===== src/rtl/imm_gen_pipe.sv =====
// RISC-V immediate generator feeding a 2-entry FIFO.
// Entries carry the immediate, a sideband tag and an illegal-format flag.
module imm_gen_pipe #(
    parameter int XLEN  = 32,
    parameter int TAG_W = 32
) (
    input  logic             clk,
    input  logic             rst,
    input  logic             flush,
    input  logic             in_valid,
    output logic             in_ready,
    input  logic [31:0]      in_inst,
    input  logic [2:0]       in_itype,
    input  logic [TAG_W-1:0] in_tag,
    output logic             out_valid,
    input  logic             out_ready,
    output logic [XLEN-1:0]  out_imm,
    output logic [TAG_W-1:0] out_tag,
    output logic             out_illegal
);

    typedef enum logic [2:0] {
        FMT_R   = 3'd0,
        FMT_I   = 3'd1,
        FMT_S   = 3'd2,
        FMT_B   = 3'd3,
        FMT_U   = 3'd4,
        FMT_J   = 3'd5,
        FMT_Z   = 3'd6,
        FMT_RSV = 3'd7
    } fmt_e;

    typedef struct packed {
        logic [XLEN-1:0]  imm;
        logic [TAG_W-1:0] tag;
        logic             illegal;
    } entry_t;

    fmt_e        fmt;
    logic [31:0] imm32;
    logic        illegal;
    logic [XLEN-1:0] imm_ext;
    logic        unused_opcode;

    assign fmt = fmt_e'(in_itype);
    assign unused_opcode = ^in_inst[6:0];

    // Every 32-bit form already carries its sign in bit 31; Z keeps it 0
    always_comb begin
        imm32   = '0;
        illegal = 1'b0;
        unique case (fmt)
            FMT_I: imm32 = {{20{in_inst[31]}}, in_inst[31:20]};
            FMT_S: imm32 = {{20{in_inst[31]}}, in_inst[31:25],
                            in_inst[11:7]};
            FMT_B: imm32 = {{19{in_inst[31]}}, in_inst[31], in_inst[7],
                            in_inst[30:25], in_inst[11:8], 1'b0};
            FMT_U: imm32 = {in_inst[31:12], 12'b0};
            FMT_J: imm32 = {{11{in_inst[31]}}, in_inst[31],
                            in_inst[19:12], in_inst[20],
                            in_inst[30:21], 1'b0};
            FMT_Z: imm32 = {27'b0, in_inst[19:15]};
            FMT_RSV: illegal = 1'b1;
            default: imm32 = '0;
        endcase
    end

    generate
        if (XLEN == 64) begin : g_x64
            assign imm_ext = {{32{imm32[31]}}, imm32};
        end else begin : g_x32
            assign imm_ext = imm32[XLEN-1:0];
        end
    endgenerate

    entry_t     mem_q [2];
    logic [1:0] count_q, count_d;
    logic       wptr_q, wptr_d;
    logic       rptr_q, rptr_d;
    logic       push, pop, wr_en;
    entry_t     wr_entry, head;

    assign in_ready  = !rst && (count_q != 2'd2);
    assign out_valid = (count_q != 2'd0);
    assign push      = in_valid && in_ready && !flush;
    assign pop       = out_valid && out_ready && !flush;

    assign wr_entry.imm     = imm_ext;
    assign wr_entry.tag     = in_tag;
    assign wr_entry.illegal = illegal;

    always_comb begin
        count_d = count_q;
        wptr_d  = wptr_q;
        rptr_d  = rptr_q;
        wr_en   = 1'b0;
        if (flush) begin
            count_d = 2'd0;
            wptr_d  = 1'b0;
            rptr_d  = 1'b0;
        end else begin
            if (push) begin
                wr_en  = 1'b1;
                wptr_d = ~wptr_q;
            end
            if (pop) begin
                rptr_d = ~rptr_q;
            end
            unique case ({push, pop})
                2'b10:   count_d = count_q + 2'd1;
                2'b01:   count_d = count_q - 2'd1;
                default: count_d = count_q;
            endcase
        end
    end

    always_ff @(posedge clk) begin
        if (rst) begin
            count_q <= 2'd0;
            wptr_q  <= 1'b0;
            rptr_q  <= 1'b0;
        end else begin
            count_q <= count_d;
            wptr_q  <= wptr_d;
            rptr_q  <= rptr_d;
        end
    end

    always_ff @(posedge clk) begin
        if (rst) begin
            mem_q[0] <= '0;
            mem_q[1] <= '0;
        end else if (wr_en) begin
            mem_q[wptr_q] <= wr_entry;
        end
    end

    // Empty slots may hold stale data, so mask the head when nothing is valid
    assign head        = out_valid ? mem_q[rptr_q] : '0;
    assign out_imm     = head.imm;
    assign out_tag     = head.tag;
    assign out_illegal = head.illegal;

endmodule


===== config.mk =====
export PLATFORM = sky130hd
export DESIGN_NAME = imm_gen_pipe
export DESIGN_NICKNAME = d
export VERILOG_FILES = /design/src/rtl/imm_gen_pipe.sv
export SDC_FILE = /design/constraint.sdc
export NUM_CORES = 1
export LEC_CHECK = 0
export BUFFER_PORTS_ARGS = -buffer_cell sky130_fd_sc_hd__buf_2
export CORE_ASPECT_RATIO = 0.5
export CORE_MARGIN = 8
export CORE_UTILIZATION = 55
export DETAILED_ROUTE_END_ITERATION = 6
export PLACE_DENSITY_LB_ADDON = 0.08
export SLEW_MARGIN = 20
export SYNTH_ARGS = -nofsm -noshare
export SYNTH_HDL_FRONTEND = slang
export SYNTH_SLANG_ARGS = --single-unit

===== constraint.sdc =====
create_clock -name clk -period 6.2 [get_ports clk]
set_input_delay 0.93 -clock clk [delete_from_list [all_inputs] [get_ports clk]]
set_output_delay 0.93 -clock clk [all_outputs]
set_load 0.1 [all_outputs]

==> summary.md, run 1 <==
| Metric | Value |
|---|---|
| Vias in the first global route | `around 4,500` |
| Share of cells above drive strength 1 | `0.277` |
| Antenna-violating nets left | `0` |
| Std cell rows | `27` |
| Worst-Margin Slew | `approximately 0.96 ns` |
| Top cell type's share of synthesized area | `0.616` |
| Total number of vias | `approximately 4,300` |
| Final GP Congestion | `0.812` |
| CORE AREA | `between 0.01 and 0.015 mm^2` |
| DR iter-0 viols | `356` |
| Ys async rst share | `0` |
| CTS Sinks | `around 140` |
| Max Clock Freq | `about 290 MHz` |
| Largest area contributor in the netlist | `edfxtp_1` |
| CP startpoint kind | `flip-flop` |
| R2R Path End | `mem_q[0][1]` |
| Via-per-instance ratio | `5.42` |
| WS Path Type | `flip-flop to output port` |
| Initial Util | `0.570` |
| Worst setup EP type | `output port` |
| Final clock skew | `roughly 0.0082 ns` |
| CP max stage delay | `between 0.6 and 0.7 ns` |
| Max-slew violation count | `0` |
| Pre-CTS WS | `between 2 and 3 ns` |
| Fin crit share | `0.563` |
| H-tree level count | `4` |
| Leak | `roughly 3.0 nW` |
| CP required | `between 5 and 6 ns` |
| CTS root buf | `clkbuf_16` |
| # DRC | `0` |
| Critical Path Fanout Max | `between 40 and 50` |
| Synthesized cell area | `around 0.0063 mm^2` |
| Reg2reg path depth | `3` |
| PnR worst setup slack | `~2.7 ns` |
| Yosys cell types | `36` |
| Initial antenna violation count | `0` |
| Final hold slack | `0.512 ns` |
| Synth area leaders | `edfxtp_1 62%, mux2i_1 10%, and2_1 6.3%` |
| Number of setup buffers added after CTS | `0` |
| Max-Cap Viols | `0` |
| Fin. Hold Viols | `0` |
| Cell family with most CP delay | `buffers and inverters` |
| Flop2flop setup slack | `3.64 ns` |
| Clock latency on the worst-skew pair | `0.41 ns` |
| Syn_area_per_cell | `12.2 um^2` |
| Seq/Total Area, Yosys | `0.632` |
| Full die area | `0.0154 mm^2` |
| First-pass GRT wire length | `approximately 23,000 um` |
| Port bufs | `around 130` |
| Crit path to | `out_imm[11]` |
| Top_reg_cell synth | `edfxtp_1` |
| Final global-route overflow total | `0` |
| Clock Path Buffers | `2` |
| Height of the die | `between 90 and 100 um` |
| Worst reg2reg path startpoint | `count_q[0]` |
| Worst-path clk slew | `~0.060 ns` |
| Status | `finished clean` |
| Cell area power density | `around 290 mW/mm^2` |
| Drt total wl | `14,400 um` |
| Register bit total from synthesis | `roughly 140` |
| Pwr Total | `between 2 and 2.5 mW` |
| EDFF count, synth | `130` |
| Tot GR Track Use | `0.187` |
| Worst Path Buf+Inv | `2` |
| Hold WC Path Type | `flip-flop to flip-flop` |
| Post-DP HPWL | `between 8000 and 9000 um` |
| Slew HR | `0.361` |
| Pin count of the biggest net entering global routing | `66` |
| Antenna diodes | `0` |
| CP max-delay cell | `buf_4` |
| Nets | `roughly 710` |
| Post-CTS resize count | `0` |
| Crit path DAT | `around 2.6 ns` |
| Chip width | `~170 um` |
| Syn Inst Count | `520` |
| Synthesis-to-layout area growth | `20.4%` |
| Final setup fails | `0` |
| Mapped Nets | `between 500 and 600` |
| Worst vdd ir | `~0.18 mV` |
| Worst path cell trace | `buf_4 > mux2i_1 > nor2_1 > buf_2` |
| Most frequent cells in the layout | `131 x buf_2, 130 x edfxtp_1, 97 x nor2_1, 65 x mux2i_1, 64 x and2_1` |
| IO Count | `139` |
| CTS tree | `built` |
| Routed len/inst | `approximately 18 um` |
| Stages on worst setup path | `4` |
| Final TNS setup | `0 ns` |
| Period minus WS final | `between 3 and 4 ns` |
| # hold bufs at CTS | `0` |
| RSZ-0062 raised after global routing | `false` |
| Yosys warns | `0` |
| Pre-antenna DRT Iters | `5` |
| Total CTS buffers | `17` |
| Most common cell after layout, fill and taps aside | `buf_2` |
[synth_stat cells, drive strengths merged, types with 2 or more instances]
cell    count
a211oi      6
a21oi      40
and2       64
and3        2
and3b       4
and4b       6
buf        14
clkbuf     25
dfxtp       5
edfxtp    130
inv         3
mux2i      65
nand2      20
nand2b      3
nand3       3
nor2       98
nor2b       5
nor4bb      2
o21ai       9
or2         2
or3         3
xor2        2
[per-layer routing]
layer | wire, um | vias to the layer above | GRT usage
li1 | - | 2076 | -
met1 | 6120 | 2073 | 0.221
met2 | 7160 | 146 | 0.325
met3 | 1040 | 12 | 0.0624
met4 | 97 | 0 | 0.0487
met5 | 0 | - | 0
[worst min-delay path, delay by kind of cell, from the launching register on]
family	cells	cell delay [ns]
xor gates and xnor gates	1	0.08
DFF	1	0.32
and+or+nand+nor	1	0.08
[state kept, by name, indices dropped and copies added, names as in the netlist, named ones only]
| signal | cells |
|---|---|
| count_q | 2 |
| wptr_q | 1 |
| rptr_q | 1 |
| mem_q | 130 |
[kinds of logic (layout without fill, tap and decap cells)]
family / Yosys count / after routing / synth area share
flip-flops: 135 / 135 / 0.632
AO/OA/AOI/OAI: 56 / 56 / 0.0494
AND/OR/NAND/NOR: 217 / 217 / 0.176
adder cells (fa/ha/maj): 1 / 1 / 0.00198
buffers and inverters: 42 / 171 / 0.0318
XOR/XNOR: 3 / 3 / 0.00415
multiplexers: 66 / 66 / 0.105
[worst min path at each step]
stage / depth (start not counted) / start / to
global route: 2 / rptr_q / flip-flop
CTS: 2 / rptr_q / flip-flop
detailed placement: 2 / rptr_q / flip-flop
global placement: 2 / rptr_q / rptr_q
finish: 2 / rptr_q / flip-flop
floorplan: 2 / rptr_q / flip-flop
[area by class of cell]
| cell class | instances | area, um^2 |
|---|---|---|
| clock inverter | 13 | 133 |
| inverter | 3 | 11.3 |
| clock buffer | 17 | 425 |
| sequential | 135 | 4010 |
| tap | 145 | 181 |
| timing repair buffer | 138 | 708 |
| fill | 838 | 3490 |
| multi-input combinational | 343 | 2160 |
[stage by stage]
step	util	cells	cell area, um^2
2_1_floorplan	-	520	6330
3_3_place_gp	0.635	763	7060
3_5_place_dp	0.636	764	7070
4_1_cts	0.686	794	7620
5_1_grt	0.686	794	7630
6_report	0.686	794	7630
[report_power, final]
part | switching [mW] | internal [mW]
clock network | 0.379 | 0.585
logic | 0.125 | 0.0479
registers | 0.0120 | 1.04
total | 0.516 | 1.68
(Power assumes the default switching activity.)
==> inputs of run 2 (changes only) <==
--- a/config.mk
+++ b/config.mk
@@ -8,7 +8,7 @@
 export BUFFER_PORTS_ARGS = -buffer_cell sky130_fd_sc_hd__buf_2
 export CORE_ASPECT_RATIO = 0.5
 export CORE_MARGIN = 8
-export CORE_UTILIZATION = 55
+export CORE_UTILIZATION = 54
 export DETAILED_ROUTE_END_ITERATION = 6
 export PLACE_DENSITY_LB_ADDON = 0.08
 export SLEW_MARGIN = 20
==> constraint.sdc (replaced) <==
create_clock -name clk -period 3.3 [get_ports clk]
set_input_delay 0.495 -clock clk [delete_from_list [all_inputs] [get_ports clk]]
set_output_delay 0.495 -clock clk [all_outputs]
set_load 0.1 [all_outputs]
==> summary.md, run 2 (same netlist as run 1, synthesis figures left out) <==
| Metric | Value |
|---|---|
| CP startpoint kind | `flip-flop` |
| PnR worst setup slack | `approximately 0.43 ns` |
| Antenna-violating nets left | `0` |
| Antenna diodes | `0` |
| H-tree level count | `4` |
| RSZ-0062 raised after global routing | `false` |
| Drt total wl | `14,300 um` |
| Full die area | `0.0157 mm^2` |
| Slew HR | `0.454` |
| Max-slew violation count | `0` |
| Nets | `approximately 700` |
| R2R Path End | `mem_q[0][44]` |
| Hold path start | `in_tag[8]` |
| Tot GR Track Use | `0.185` |
| Hold path endpoint | `mem_q[0][9]` |
| Largest reg by FF count | `mem_q` |
| Pwr Total | `around 4.3 mW` |
| CORE AREA | `0.0116 mm^2` |
| Flop2flop setup slack | `between 0.9 and 1 ns` |
| Initial Util | `0.544` |
| Pin count of the biggest net entering global routing | `42` |
| Worst setup EP type | `output port` |
| First-pass GRT wire length | `approximately 22,000 um` |
| Clock latency on the worst-skew pair | `between 0.4 and 0.5 ns` |
| CTS Sinks | `~140` |
| Max-Cap Viols | `0` |
| Final clock skew | `0.0115 ns` |
| DR iter-0 viols | `between 200 and 250` |
| Most common cell after layout, fill and taps aside | `buf_2` |
| Final global-route overflow total | `0` |
| CTS root buf | `clkbuf_16` |
| Post-route insts no fill | `822` |
| Placed cell count | `a little under 800` |
| Reg2reg path depth | `4` |
| Final GP Congestion | `approximately 0.8` |
| Height of the die | `between 90 and 100 um` |
| IO Count | `between 100 and 150` |
| Area of the multi-input gates | `between 0.002 and 0.0025 mm^2` |
| Flip-flop count of the largest register after layout | `130` |
| Total number of vias | `around 4,300` |
| Share of cells above drive strength 1 | `0.283` |
| Hold WC Path Type | `primary input to flip-flop` |
| Worst-path clk slew | `~0.06 ns` |
| CTS tree | `built` |
| Vias in the first global route | `about 4,500` |
| Worst vdd ir | `between 0.3 and 0.4 mV` |
| # DRC | `0` |
| Initial antenna violation count | `1` |
| Routed len/inst | `~17 um` |
| Std cell rows | `28` |
| Clock Path Buffers | `2` |
| CP required | `around 2.8 ns` |
| Post-DP HPWL | `9120 um` |
| Leak | `around 3.0 nW` |
| WS Path Type | `flip-flop to output port` |
| Crit path from | `count_q[0]` |
| Via-per-instance ratio | `5.25` |
| Filler cells | `about 920` |
| Reg area | `between 0.004 and 0.005 mm^2` |
| # hold bufs at CTS | `0` |
| Fin. Hold Viols | `0` |
| Number of setup buffers added after CTS | `0` |
| Worst hold path depth | `2` |
| Final setup fails | `0` |
| Cell area power density | `~550 mW/mm^2` |
| Post-layout util | `0.670` |
| Most frequent cells in the layout | `131 x buf_2, 130 x edfxtp_1, 97 x nor2_1, 65 x mux2i_1, 64 x and2_1` |
| Pre-antenna DRT Iters | `5` |
| Period minus WS final | `about 2.9 ns` |
| Pre-CTS WS | `0.612 ns` |
| Critical Path Fanout Max | `40` |
| Max Clock Freq | `between 300 and 400 MHz` |
| Chip width | `~170 um` |
| Post-CTS resize count | `0` |
| Synthesis-to-layout area growth | `23.0%` |
| Total CTS buffers | `17` |
| Final TNS setup | `0 ns` |
| Crit path DAT | `roughly 2.4 ns` |
| Status | `finished clean` |
| Port bufs | `131` |
| Biggest regs | `mem_q: 130 flops, count_q: 2 flops` |
| Worst-Margin Slew | `around 0.82 ns` |
| Fin crit share | `0.869` |
| Worst reg2reg path startpoint | `count_q[0]` |
-- run 2: cell types whose count changed in the layout (fill, tap and decap cells not counted) --
cell       delta
buf_12        +4
clkinv_2      -3
buf_4         +2
clkbuf_1      +2
inv_6         +2
and4_1        +1
and4_2        -1
bufinv_16     +1
clkinv_1      -1
clkinv_4      +1
-- run 2: area by class of cell --
class	instances	area share
clock buffer	19	0.0556
timing repair buffer	144	0.103
clock inverter	13	0.0218
multi-input combinational	343	0.277
sequential	135	0.514
tap	165	0.0265
inverter	3	0.00145
-- run 2: critical path, cell delays in order, from the launching register on --
cell,delay (ns)
dfxtp_1,0.39
nor2_4,0.56
buf_4,0.52
nor2_1,0.15
buf_2,0.32
-- run 2: worst max path at each step --
| stage | slack, ns | to |
|---|---|---|
| 5_1_grt | 0.29 | out_imm[6] |
| 3_5_place_dp | 0.61 | mem_q[0][20] |
| 4_1_cts | 0.38 | out_imm[6] |
| 6_report | 0.43 | out_imm[6] |
| 3_3_place_gp | 0.62 | mem_q[0][20] |
| 2_1_floorplan | 0.48 | out_imm[0] |
-- run 2: stage by stage --
stage / hold WS, ns / cell area [um^2]
after detailed placement: 0.498 / 7190
final: 0.359 / 7790
after floorplan: 0.472 / 6330
after global placement: 0.487 / 7190
after global routing: 0.358 / 7790
after CTS: 0.353 / 7790
-- run 2: per-layer routing --
layer	part of all wire	GRT usage	up-vias
li1	-	-	2098
met1	0.42	0.220	2058
met2	0.50	0.318	148
met3	0.080	0.0649	10
met4	0.0068	0.0497	2
met5	0.00056	0	-
-- run 2: where the power goes --
part	switching (mW)	total (mW)	internal, mW
clock	0.742	1.94	1.20
sequential	0.0221	1.98	1.96
combinational	0.238	0.337	0.0997
total	1.00	4.26	3.26
